## config.mk

```make
export PLATFORM = sky130hd
export DESIGN_NAME = rx_integrate_dump
export DESIGN_NICKNAME = d
export VERILOG_FILES = /design/src/rtl/rxd_pkg.sv /design/src/rtl/rxd_lane_acc.sv /design/src/rtl/rx_integrate_dump.sv
export SDC_FILE = /design/constraint.sdc
export NUM_CORES = 1
export LEC_CHECK = 0
export ABC_AREA = 1
export CAP_MARGIN = 5
export CORE_ASPECT_RATIO = 0.75
export CORE_MARGIN = 2
export CORE_UTILIZATION = 53
export CTS_BUF_LIST = sky130_fd_sc_hd__clkbuf_16
export CTS_CLUSTER_DIAMETER = 50
export DETAILED_ROUTE_END_ITERATION = 7
export PLACE_DENSITY = 0.89
export SLEW_MARGIN = 5
export SYNTH_ARGS = -nofsm -noshare
export SYNTH_HDL_FRONTEND = slang
export SYNTH_SLANG_ARGS = --single-unit
```

## constraint.sdc

```tcl
create_clock -name clk -period 2.6 [get_ports clk]
set_input_delay 0.52 -clock clk [delete_from_list [all_inputs] [get_ports clk]]
set_output_delay 0.52 -clock clk [all_outputs]
set_load 0.05 [all_outputs]
```

## src/rtl/rxd_pkg.sv

```systemverilog
// Shared types and defaults for the rx integrate-and-dump detector.
// The optional per-lane erasure flag is built only when RXD_ERASURE_EN is defined.
package rxd_pkg;

    typedef enum logic [1:0] {
        RXD_IDLE  = 2'd0,
        RXD_ACCUM = 2'd1,
        RXD_HOLD  = 2'd2
    } rxd_state_e;

    // Defaults kept in step with the tx and channel models.
    localparam int RXD_LANES        = 12;
    localparam int RXD_SAMPLE_W     = 9;
    localparam int RXD_NUM_SAMPLES  = 8;
    localparam int RXD_THRESH       = 128;
    localparam int RXD_ERASE_MARGIN = 32;

    // A full window of maximum-valued samples must fit without wrapping.
    function automatic int rxd_acc_w(input int sample_w, input int num_samples);
        return sample_w + $clog2(num_samples + 1);
    endfunction

endpackage

```

## src/rtl/rxd_lane_acc.sv

```systemverilog
// One lane of the integrate-and-dump detector: accumulator, inclusive threshold
// decision and, when RXD_ERASURE_EN is defined, the low-confidence erasure flag.
module rxd_lane_acc
    import rxd_pkg::*;
#(
    parameter int SAMPLE_W     = RXD_SAMPLE_W,
    parameter int NUM_SAMPLES  = RXD_NUM_SAMPLES,
    parameter int THRESH       = RXD_THRESH,
    parameter int ERASE_MARGIN = RXD_ERASE_MARGIN
) (
    input  logic                clk,
    input  logic                reset,
    input  logic [SAMPLE_W-1:0] sample,
    input  logic                first,
    input  logic                accept,
    input  logic                dump,
    input  logic                clear,
    output logic                decision,
    output logic                erasure
);

    localparam int ACC_W = rxd_acc_w(SAMPLE_W, NUM_SAMPLES);
    localparam logic [ACC_W-1:0] THR = ACC_W'(NUM_SAMPLES * THRESH);

    logic [ACC_W-1:0] acc;
    logic [ACC_W-1:0] sum;

    // The first sample of a window loads rather than adds, so no clear cycle is needed.
    assign sum = (first ? '0 : acc) + ACC_W'(sample);

    always_ff @(posedge clk or negedge reset) begin
        if (!reset) begin
            acc      <= '0;
            decision <= 1'b0;
        end else begin
            if (clear) begin
                acc <= '0;
            end else if (accept) begin
                acc <= sum;
            end
            if (dump) begin
                decision <= (sum >= THR);
            end
        end
    end

`ifdef RXD_ERASURE_EN
    localparam logic [ACC_W-1:0] ERA_WIN = ACC_W'(NUM_SAMPLES * ERASE_MARGIN);

    logic [ACC_W-1:0] dist;

    assign dist = (sum >= THR) ? (sum - THR) : (THR - sum);

    always_ff @(posedge clk or negedge reset) begin
        if (!reset) begin
            erasure <= 1'b0;
        end else if (dump) begin
            erasure <= (dist < ERA_WIN);
        end
    end
`else
    logic unused_margin;

    assign unused_margin = (ERASE_MARGIN != 0);
    assign erasure       = 1'b0;
`endif

endmodule

```

## src/rtl/rx_integrate_dump.sv

```systemverilog
// Multi-sample soft-combining detector: integrates NUM_SAMPLES symbols per lane,
// dumps one decided word and holds it for the consumer. Optional: RXD_ERASURE_EN.
module rx_integrate_dump
    import rxd_pkg::*;
#(
    parameter int LANES        = RXD_LANES,
    parameter int SAMPLE_W     = RXD_SAMPLE_W,
    parameter int NUM_SAMPLES  = RXD_NUM_SAMPLES,
    parameter int THRESH       = RXD_THRESH,
    parameter int ERASE_MARGIN = RXD_ERASE_MARGIN
) (
    input  logic                      clk,
    input  logic                      reset,
    input  logic                      sample_valid,
    output logic                      sample_ready,
    input  logic [LANES*SAMPLE_W-1:0] sample_data,
    output logic [LANES-1:0]          data_out,
    output logic                      data_valid,
    input  logic                      data_ready,
    output logic [LANES-1:0]          erasure,
    output logic                      busy
);

    localparam int CNT_W = $clog2(NUM_SAMPLES + 1);
    localparam logic [CNT_W-1:0] CNT_LAST = CNT_W'(NUM_SAMPLES);

    localparam logic [1:0] ST_IDLE  = RXD_IDLE;
    localparam logic [1:0] ST_ACCUM = RXD_ACCUM;
    localparam logic [1:0] ST_HOLD  = RXD_HOLD;

    logic [1:0]       state;
    logic [CNT_W-1:0] cnt;
    logic [CNT_W-1:0] cnt_next;
    logic             accept;
    logic             first;
    logic             dump;
    logic             clear;

    // Both sides transfer on a cycle where valid && ready are high at the clock edge;
    // valid never depends on ready, and data_valid stays up with stable data until taken.
    assign sample_ready = (state != ST_HOLD);
    assign accept       = sample_valid && sample_ready;
    assign first        = (state == ST_IDLE);
    assign cnt_next     = first ? CNT_W'(1) : cnt + CNT_W'(1);
    assign dump         = accept && (cnt_next == CNT_LAST);
    assign clear        = (state == ST_HOLD) && data_ready;
    assign data_valid   = (state == ST_HOLD);
    assign busy         = (state == ST_ACCUM);

    always_ff @(posedge clk or negedge reset) begin
        if (!reset) begin
            state <= ST_IDLE;
            cnt   <= '0;
        end else begin
            case (state)
                ST_IDLE: begin
                    if (accept) begin
                        cnt   <= cnt_next;
                        state <= dump ? ST_HOLD : ST_ACCUM;
                    end
                end
                ST_ACCUM: begin
                    if (accept) begin
                        cnt <= cnt_next;
                        if (dump) begin
                            state <= ST_HOLD;
                        end
                    end
                end
                ST_HOLD: begin
                    if (data_ready) begin
                        state <= ST_IDLE;
                        cnt   <= '0;
                    end
                end
                default: begin
                    state <= ST_IDLE;
                    cnt   <= '0;
                end
            endcase
        end
    end

    for (genvar i = 0; i < LANES; i++) begin : g_lane
        rxd_lane_acc #(
            .SAMPLE_W     (SAMPLE_W),
            .NUM_SAMPLES  (NUM_SAMPLES),
            .THRESH       (THRESH),
            .ERASE_MARGIN (ERASE_MARGIN)
        ) u_lane (
            .clk      (clk),
            .reset    (reset),
            .sample   (sample_data[i*SAMPLE_W +: SAMPLE_W]),
            .first    (first),
            .accept   (accept),
            .dump     (dump),
            .clear    (clear),
            .decision (data_out[i]),
            .erasure  (erasure[i])
        );
    end

endmodule

```

Word-level counts from Yosys, hierarchy flattened. Cells that the tools add are included. W data, S select, Z words.

Bits in registers: 174. Input bits: 112. Output and inout port bits: 27. Word-level logic and storage cells: 114.

Add/subtract/negate cells: 13. $lt $le $gt $ge: 12. Eq/ne operators: 9. Multiplexer cells: 46. Reductions and logical operators: 8.

Operators with widths (count): $mux W13 (36); $add A13 B9 Y13 (12); $ge A13 B11 Y1 const B (12); $mux W4 (3); $mux W2 (5); $ne A2 B1 Y1 const B (5); $pmux W4 S2 (1); $pmux W2 S3 (1); $add A4 B1 Y4 const B (1); $eq A4 B4 Y1 const B (1); $reduce_and A4 Y1 (1); $logic_and A1 B1 Y1 (3); $eq A2 B1 Y1 const B (1); $eq A2 B2 Y1 const B (1); $logic_not A2 Y1 (1); $ne A2 B2 Y1 const B (1); $reduce_and A2 Y1 (1); $reduce_bool A2 Y1 (1); $reduce_or A2 Y1 (1).

Depth between registers and ports, before layout.
Word-level depth: 7. Mapped depth: 20. Mapped depth without buffers: 16.

Modules after synthesis. A second synthesis with hierarchy kept.

Cell total of the unflattened synthesis: 2192. Area, all modules: 14774.2 um^2.

By module, submodules not included: rxd_lane_acc at g_lane[0].u_lane ... (instances 7, cells each 178, area each 1189.9 um^2, sequential area each 350.3 um^2); rxd_lane_acc at g_lane[7].u_lane ... (instances 3, cells each 178, area each 1207.4 um^2, sequential area each 350.3 um^2); rxd_lane_acc at g_lane[11].u_lane ... (instances 2, cells each 178, area each 1214.9 um^2, sequential area each 350.3 um^2); rx_integrate_dump (instances 1, cells each 56, area each 392.9 um^2, sequential area each 150.1 um^2).

Least setup slack after synthesis. Ideal clock, no wire load.

Path kind: reg-to-reg. Start point: register state[0]. End point: register g_lane[10].u_lane.decision. Library setup time: 116 ps. Arrival: 2654 ps. Data required time: 2484 ps. Setup slack: -170 ps. Cell stages (with the launch flop): 21. Path buffers: 4. Clock period less this slack: 2770 ps. Cells stage by stage: dfrtp_1 nor2_4 buf_2 buf_2 buf_2 buf_2 nor2_1 ha_1 inv_1 fa_1 nand3b_1 nand2_1 nand2_1 nand2_1 nand2_1 nand2_1 nand2_1 nand2_1 nand3_1 nand2_1 nand2_1.

Cells in the longest elaborated chain, start to end: 4. Elaborated cells between the ends (all ways): 9. Those cells by class: 1 x add/sub; 1 x order compare; 2 x eq/ne; 2 x mux; 3 x reduce/logical.

RTL lines: start: declaration (RTL line rx_integrate_dump.sv:31) `logic [1:0] state;`; start signal: assignment (RTL line rx_integrate_dump.sv:59) `state <= dump ? ST_HOLD : ST_ACCUM;`; $logic_not A2 Y1 (RTL line rx_integrate_dump.sv:43) `assign first = (state == ST_IDLE);`; $mux W13 or $mux W4 (tied branches) (RTL line rxd_lane_acc.sv:29, rx_integrate_dump.sv:44); $add A13 B9 Y13 or $eq A4 B4 Y1 (tied branches) (RTL line rxd_lane_acc.sv:29, rx_integrate_dump.sv:45); $ge A13 B11 Y1 or $logic_and A1 B1 Y1 (tied branches) (RTL line rxd_lane_acc.sv:42, rx_integrate_dump.sv:45); end signal: assignment (RTL line rxd_lane_acc.sv:42) `decision <= (sum >= THR);`; end: declaration (RTL line rxd_lane_acc.sv:18) `output logic decision,`.

Several ways; a longest one is shown, not always the timed one. A chain may end at the register's enable or synchronous reset.

Worst setup path after layout.
Start point: register state[1]. End point: register g_lane[8].u_lane.decision.

Cells in the longest elaborated chain, start to end: 4. Elaborated cells between the ends (all ways): 9. Those cells by class: 1 x add/sub; 1 x order compare; 2 x eq/ne; 2 x mux; 3 x reduce/logical.

RTL lines (RTL line): $logic_not A2 Y1 (rx_integrate_dump.sv:43); $mux W13 or $mux W4 (tied branches) (rxd_lane_acc.sv:29, rx_integrate_dump.sv:44); $add A13 B9 Y13 or $eq A4 B4 Y1 (tied branches) (rxd_lane_acc.sv:29, rx_integrate_dump.sv:45); $ge A13 B11 Y1 or $logic_and A1 B1 Y1 (tied branches) (rxd_lane_acc.sv:42, rx_integrate_dump.sv:45); end signal: assignment (rxd_lane_acc.sv:42); end: declaration (rxd_lane_acc.sv:18).

Several ways; a longest one is shown, not always the timed one.

==> qor.txt <==
YS warnings -> 0
Pwr Total -> 21.5 mW
DRC viols -> 0
Yosys top cell area share -> 31.2%
RR Startpoint -> state[1]
CP required -> 2940 ps
worst vdd ir -> 0.000704 V
top-count cell post-synth -> nand2_1
CP endpoint -> g_lane[8].u_lane.decision
Die X -> 191 µm
Chip Height -> 145 µm
WS Path Type -> register to register
RSZ-0062 raised after global routing -> true
largest net degree at the start of global routing -> 88
worst setup path start -> state[1]
CTS root buf -> clkbuf_16
Post-DP HPWL -> 24,600 µm
# IOs -> 139
DR vias/cell -> 5.39
fin area -> 0.0167 mm²
final antenna-violating net count -> 0
DR top layer -> met4
core footprint -> 0.0259 mm²
I/O Buffers -> 126
Placed Area -> 0.0156 mm²
worst hold slack -> 55.3 ps
cts hold-fix bufs -> 0
drt wl/cell -> 14.3 µm
hold crit path type -> primary input to asynchronous set/reset pin
row cnt -> 51
synth top area cells -> dfrtp_1 31%, nand2_1 14%, inv_1 10%, ha_1 9.8%, nor2_1 6.8%
mean area per synthesized cell -> 6.68 µm²
area grow syn2layout -> 19.6%
total die area -> 0.0276 mm²
setup slack, reg-to-reg -> 70 ps
Max FO, Critical Path -> 21
Hold Fails Final Rpt -> 0
gr usage total -> 26.5%
cell depth of the worst flop-to-flop path -> 18
met2 WL -> 17,100 µm
Pins Over Slew Limit -> 0
Fmax -> 0.395 GHz
relative slew slack -> 31.6%
Crit-path slowest cell -> dfrtp_2
layout cells sized above 1 -> 8.21%
Longest Clk Path Bufs -> 2
Setup violations, final -> 0
Pwr per Cell Area -> 1290 mW/mm²
vias -> 13,900
Reg-to-Reg End -> g_lane[8].u_lane.decision
initial antenna violation count -> 0
kind of end point of the critical path -> register
metal3 WL -> 2800 µm
leak pwr -> 8.92 nW
Synth Cell Area -> 0.0140 mm²
Worst Skew -> 11.6 ps
Overflow after GRT -> 0
CP Cell Sequence -> nor2_4 > buf_12 > buf_12 > nor2_2 > ha_2 > inv_1 > fa_2 > nand3b_1 > nand2_2 > nand2_1 > nand2_2 > nand2_2 > nand2_2 > nand2_1 > nand2_1 > nand2_1 > nor2_1 > nor2_1
final worst-path cycle share -> 97.3%
synthesized flop and latch total -> 174
Critical Path Start Type -> register
CP max stage delay -> 390 ps
gpl congestion -> 0.904
Tmin final -> 2530 ps
First DRT Iteration DRCs -> 1,036
CTS tree -> built
Post-synth EDFFs -> 0
Initial Util -> 53.8%
status -> finished clean
Most used DFF post-synth -> dfrtp_1
Post-synth ARST share -> 100%
clk slew on worst S/H paths -> 70 ps
sequential area share after synthesis -> 31.2%
Final #Nets -> 2,460
first-pass GRT wire length -> 59,700 µm
Antenna diodes -> 0
Syn Inst Count -> 2,090
Post-Route M1 WL -> 16,200 µm
H-tree levels -> 4
Setup TNS -> 0 ps
worst slew pin tran -> 1020 ps
vias in the first global route -> 13,400
clock sinks -> 174
worst skew pair latency -> 440 ps
CTS Buf Count -> 17
Max Cap Viol -> 0
DR pass1 iterations -> 6
most frequent cells after synthesis -> 521 x nand2_1, 380 x inv_1, 253 x nor2_1
CP arrival -> 2870 ps
largest area contributor in the netlist -> dfrtp_1
synth unique cells -> 38
final WL -> 37,000 µm
area by class of cell:
cell class	instances	area, µm²
Fill cell	2148	9230
Multi-Input combinational cell	1468	7960
Sequential cell	174	4360
Timing Repair Buffer	183	1880
Inverter	383	1440
Tap cell	344	430
Clock buffer	17	425
Clock inverter	15	191
critical path, delay by kind of cell (launching register included):
kind / cells / cell delay, ps
simple gates: 13 / 1150
fa+ha+maj: 2 / 540
flops: 1 / 390
buf+inv: 3 / 350
kinds of logic (layout without fill, tap and decap cells):
| logic type | Yosys count | in the layout | share of synthesized area [%] |
|---|---|---|---|
| DFF | 174 | 174 | 31.2 |
| buffers and inverters | 459 | 598 | 13.5 |
| AOI/OAI and AO/OA | 345 | 345 | 13.7 |
| xor gates and xnor gates | 22 | 22 | 1.38 |
| adders and majority gates | 121 | 121 | 11.5 |
| and+or+nand+nor | 968 | 968 | 28.6 |
| other | 1 | 12 | 0.0269 |
sequential cells by signal, indices dropped and copies added, names as in the netlist:
name and count:
g_lane.u_lane.acc 156, g_lane.u_lane.decision 12, cnt 4, state 2
per-stage QoR:
step                instances  setup WS, ps  util [%]
detailed placement       2533         -69.6      60.3
global placement         2533         -48.0      60.3
global route             2584         -76.8      64.4
CTS                      2568          14.5      62.9
finish                   2584          70.7      64.4
floorplan                2101          3.31         -
routing by layer:
metal	GRT usage, %	up-vias
met2	45.6	564
met1	33.7	6385
met3	4.17	92
met4	9.76	0
li1	-	6886
met5	0	-
report_power, final:
part / internal [mW] / leakage, nW / switching, mW
registers: 4.02 / 2.14 / 0.528
clock network: 1.61 / 0.298 / 1.16
logic: 5.43 / 6.48 / 8.71
total: 11.1 / 8.92 / 10.4
placed cells by master, fill, tap and decap left out, types with 17 or more instances in the layout:
cell | synthesis | layout
a21oi_1 | 90 | 88
buf_4 | 27 | 42
clkbuf_16 | 0 | 19
clkdlybuf4s50_1 | 0 | 122
dfrtp_1 | 174 | 172
ha_1 | 109 | 97
inv_1 | 380 | 379
nand2_1 | 521 | 493
nand2_2 | 3 | 30
nand3_1 | 131 | 130
nand3b_1 | 17 | 17
nor2_1 | 253 | 238
nor2_2 | 6 | 17
o21ai_0 | 137 | 133
o21bai_1 | 22 | 22
o22ai_1 | 76 | 76
xor2_1 | 21 | 21
repair_timing:
item / CTS / global route
buffers inserted: 2 / 13
gates resized for setup: 7 / 72
pin swaps: 1 / 16
gates cloned: 1 / 3
setup endpoints to repair: 5 / 76
worst min-delay path by stage:
stage               slack [ps]                  endpoint  cells past startpoint
floorplan                  220                    cnt[0]                      0
global placement           460   g_lane[0].u_lane.acc[7]                      2
detailed placement         470  g_lane[5].u_lane.acc[12]                      2
CTS                         80  g_lane[11].u_lane.acc[8]                      1
global route               100   g_lane[8].u_lane.acc[6]                      1
finish                      60   g_lane[8].u_lane.acc[6]                      1
Power figures use the tool's default switching activity.
